`src/rtl/x_pcie_sync_evt_rx.sv`:
```
// Slow-domain event receiver: each synchronized-level edge becomes a pulse plus a pending count per bit.
// Latency: 1 s_clk from sampled edge to evt_pulse/evt_pend; evt_valid is a combinational compare of the count.
// Backpressure: valid/ready per bit; the counter saturates while the consumer stalls and sets a sticky overflow flag.
module x_pcie_sync_evt_rx #(
  parameter int WIDTH     = 1,
  parameter int CNT_W     = 4,
  parameter int EDGE_MODE = 0
) (
  input  logic                   s_clk,
  input  logic                   rst_n,
  input  logic [WIDTH-1:0]       in_sync,
  output logic [WIDTH-1:0]       evt_pulse,
  output logic [WIDTH-1:0]       evt_valid,
  input  logic [WIDTH-1:0]       evt_ready,
  output logic [WIDTH*CNT_W-1:0] evt_pend,
  output logic [WIDTH-1:0]       evt_ovf,
  input  logic [WIDTH-1:0]       ovf_clr
);

  localparam logic [CNT_W-1:0] CNT_MAX = '1;

  logic                         r_armed;
  logic [WIDTH-1:0]             r_prev;
  logic [WIDTH-1:0]             r_pulse;
  logic [WIDTH-1:0]             r_ovf;
  logic [WIDTH-1:0][CNT_W-1:0]  r_cnt;

  logic [WIDTH-1:0]             w_det;
  logic [WIDTH-1:0]             w_pop;
  logic [WIDTH-1:0]             w_ovf_set;
  logic [WIDTH-1:0]             w_valid;
  logic [WIDTH-1:0][CNT_W-1:0]  w_cnt_nxt;

  // Edge detect; suppressed until the first post-reset sample has seeded r_prev,
  // so a level already high out of reset is never counted.
  always_comb begin
    if (!r_armed) begin
      w_det = '0;
    end else if (EDGE_MODE == 1) begin
      w_det = in_sync & ~r_prev;
    end else begin
      w_det = in_sync ^ r_prev;
    end
  end

  // Valid is just "count non-zero"; a ready without valid never pops.
  always_comb begin
    w_valid = '0;
    for (int i = 0; i < WIDTH; i++) begin
      w_valid[i] = (r_cnt[i] != '0);
    end
  end

  assign w_pop = w_valid & evt_ready;

  // Next count per bit: a simultaneous edge and pop cancel, even at saturation.
  always_comb begin
    w_cnt_nxt = r_cnt;
    w_ovf_set = '0;
    for (int i = 0; i < WIDTH; i++) begin
      if (w_det[i] && !w_pop[i]) begin
        if (r_cnt[i] == CNT_MAX) begin
          w_ovf_set[i] = 1'b1;
        end else begin
          w_cnt_nxt[i] = r_cnt[i] + CNT_W'(1);
        end
      end else if (!w_det[i] && w_pop[i]) begin
        w_cnt_nxt[i] = r_cnt[i] - CNT_W'(1);
      end
    end
  end

  // Arming flag, previous-level sample and the event pulse.
  always_ff @(posedge s_clk) begin
    if (!rst_n) begin
      r_armed <= 1'b0;
      r_prev  <= '0;
      r_pulse <= '0;
    end else begin
      r_armed <= 1'b1;
      r_prev  <= in_sync;
      r_pulse <= w_det;
    end
  end

  // Pending counters and sticky overflow; a new overflow beats a clear in the same cycle.
  always_ff @(posedge s_clk) begin
    if (!rst_n) begin
      r_cnt <= '0;
      r_ovf <= '0;
    end else begin
      r_cnt <= w_cnt_nxt;
      r_ovf <= (r_ovf & ~ovf_clr) | w_ovf_set;
    end
  end

  assign evt_pulse = r_pulse;
  assign evt_valid = w_valid;
  assign evt_pend  = r_cnt;
  assign evt_ovf   = r_ovf;

endmodule

```
`config.mk`:
```
export PLATFORM = sky130hd
export DESIGN_NAME = x_pcie_sync_evt_rx
export DESIGN_NICKNAME = d
export VERILOG_FILES = /design/src/rtl/x_pcie_sync_evt_rx.sv
export SDC_FILE = /design/constraint.sdc
export NUM_CORES = 1
export LEC_CHECK = 0
export ABC_AREA = 1
export BUFFER_PORTS_ARGS = -buffer_cell sky130_fd_sc_hd__buf_2
export CAP_MARGIN = 20
export CORE_AREA = 2 2 39 41
export DETAILED_ROUTE_END_ITERATION = 8
export DIE_AREA = 0 0 41 43
export SYNTH_ARGS = -nofsm -noshare
export SYNTH_HDL_FRONTEND = slang
export SYNTH_SLANG_ARGS = --single-unit
```
`constraint.sdc`:
```
create_clock -name s_clk -period 3.3 [get_ports s_clk]
set_input_delay 0.33 -clock s_clk [delete_from_list [all_inputs] [get_ports s_clk]]
set_output_delay 0.33 -clock s_clk [all_outputs]
set_load 0.05 [all_outputs]
```
==> impl_metrics.ini <==
[route]
first_pass_iters = 2
post_drt_wl_per_cell_um = 9.38
viasPerCell = 4.38
drc = 0
vias = 399
drt-total-wl_um = 854
drt_iter0_markers = 1
drt.antenna.violating_nets = 0

[run]
drv_cap = 0

[place]
place_ws_ns = 1.34
portBuffers = 11
place_congestion = 0.705
dp.cells = 88
hpwl_um = 678

[finish]
area_growth_pct = 21.5
layout-drive-gt1-share_pct = 33.3
final_cells = 91
diodes = 0
n_fill_cell = 147
fin_nets = 85

[die]
initial_core_util_pct = 32.8
core_mm2 = 0.00138
die_y_um = 43
die_area_mm2 = 0.00176
fp.dieW_um = 41
rows = 14
io_pins = 12

[yosys]
syn_inst = 61
ys_seq_elements = 8
synth_area_um2 = 454
synth_fp_nets = 69
synth_seq_area_share_pct = 35.3
yosysWarnings = 0
synth_area_per_cell_um2 = 7.45
synthDistinctLibCells = 18

[grt]
grt.overflow.total = 0
antenna_found_initial = 0
grt_pass1_vias = 382
grt_use_total_pct = 11.6
grt_pass1_wl_um = 1410
grt_start_max_net_pins = 8

[status]
status = completed

[critical_path]
required_ns = 3.44
start_kind = flip-flop
rr_worst_depth = 13
cp-end-kind = flip-flop
crit_fanout = 6
critPathKind = flip-flop to flip-flop
crit_arrival_ns = 2.03

[sta]
setup_violations = 0
max_freq_mhz = 529
tns_ns = 0
holdWs_ns = 0.259
setup_ws_ns = 1.41
hold_violations = 0
slew_headroom_pct = 81.3
drv_slew = 0
worst_pin_slew_ns = 0.281
rsz0062_at_grt = false
post-route-period-util_pct = 57.3
skew_ns = 0.00941
period_minus_slack_ns = 1.89

[worst_hold_path]
hp-class = input port to flip-flop
whs_path_depth = 1

[cts]
clkLatencyLatePin_ns = 0.25
cts_tree = yes
post_cts_buffers = 0
htree_levels = 1
cts_buffers = 3
clock_path_buffers = 2
cts_sinks = 8
clk_pin_slew_ns = 0.06
root_buffer = clkbuf_4
cts_resized = 0
cts_hold_buf = 0

[power]
power.total_w = 0.000535
power_density_mw_per_mm2 = 970
p_leak_nw = 0.288
peakVddDrop_mv = 0.296
-- power breakdown --
group          leakage, nW  internal, W  switching (W)
sequential          0.0662     0.000118      0.0000318
combinational        0.208    0.0000903       0.000220
clock               0.0138    0.0000416      0.0000335
-- logic make-up (layout without fill, tap and decap cells) --
kind of cell | after synthesis | count (layout) | share of synthesized area [%]
and+or+nand+nor | 34 | 34 | 38.8
adders and majority gates | 3 | 3 | 9.92
buffers and inverters | 10 | 24 | 8.26
xor gates and xnor gates | 1 | 1 | 1.93
AOI/OAI and AO/OA | 5 | 5 | 5.79
DFF | 8 | 8 | 35.3
-- critical path, stage by stage, from the launching register on --
cell and delay, ns:
dfxtp_1 0.37, nor2_1 0.15, nand2_2 0.10, nand2_4 0.08, nand2_2 0.10, ha_1 0.34
nand2_1 0.07, nand2_1 0.04, nor2_1 0.15, nand3_1 0.12, nand2_1 0.10, nor2_2 0.04
nor2_1 0.08, nor2_1 0.05
-- through the flow --
| stage | instance area (um^2) | utilization (%) |
|---|---|---|
| after floorplan | 454 | - |
| after global placement | 529 | 38.2 |
| after detailed placement | 529 | 38.2 |
| after CTS | 552 | 39.9 |
| after global routing | 552 | 39.9 |
| final | 552 | 39.9 |
-- cell usage in the layout, fill, tap and decap left out, types with 3 or more instances in the layout --
cell | netlist | routed
buf_2 | 0 | 11
clkbuf_4 | 0 | 3
dfxtp_1 | 8 | 8
inv_1 | 9 | 9
nand2_1 | 9 | 9
nand2_2 | 5 | 5
nand3_1 | 4 | 4
nor2_1 | 9 | 9
-- cells in the mapped netlist (all sizes together) --
library cell / instances / share of area [%]
dfxtp: 8 / 35
nand4: 2 / 2.8
a21oi: 2 / 2.2
ha: 2 / 5.5
nand2: 15 / 17
nor2: 12 / 13
nand3: 5 / 6.6
fa: 1 / 4.4
inv: 10 / 8.3
o21ai: 2 / 2.2
o22ai: 1 / 1.4
xor2: 1 / 1.9
-- registers in the layout, summed over array words and instances, names as in the netlist --
register / cells
evt_pulse: 1
evt_pend: 4
evt_ovf: 1
r_armed: 1
r_prev: 1
-- cell type report --
cell class,count,area (um^2),share of cell area (%)
Multi-Input combinational cell,43,256,46.5
Sequential cell,8,160,29.0
Timing Repair Buffer,11,55.1,9.98
Inverter,10,37.5,6.80
Clock buffer,3,22.5,4.08
Tap cell,16,20.0,3.63
-- path summary, 6_finish.rpt --
kind	from	endpoint	slack [ns]
min reg2reg	r_armed	evt_pulse	0.50
min	rst_n	r_armed	0.26
max	evt_pend[1]	evt_pend[3]	1.41
max reg2reg	evt_pend[1]	evt_pend[3]	1.41
-- layer usage --
metal | vias up | wire length [um] | GRT usage [%]
met5 | - | 0 | 0
met4 | 0 | 12 | 8.00
met3 | 2 | 33 | 3.14
met2 | 7 | 380 | 18.1
met1 | 170 | 427 | 12.8
li1 | 220 | - | -
(Power assumes the default switching activity.)
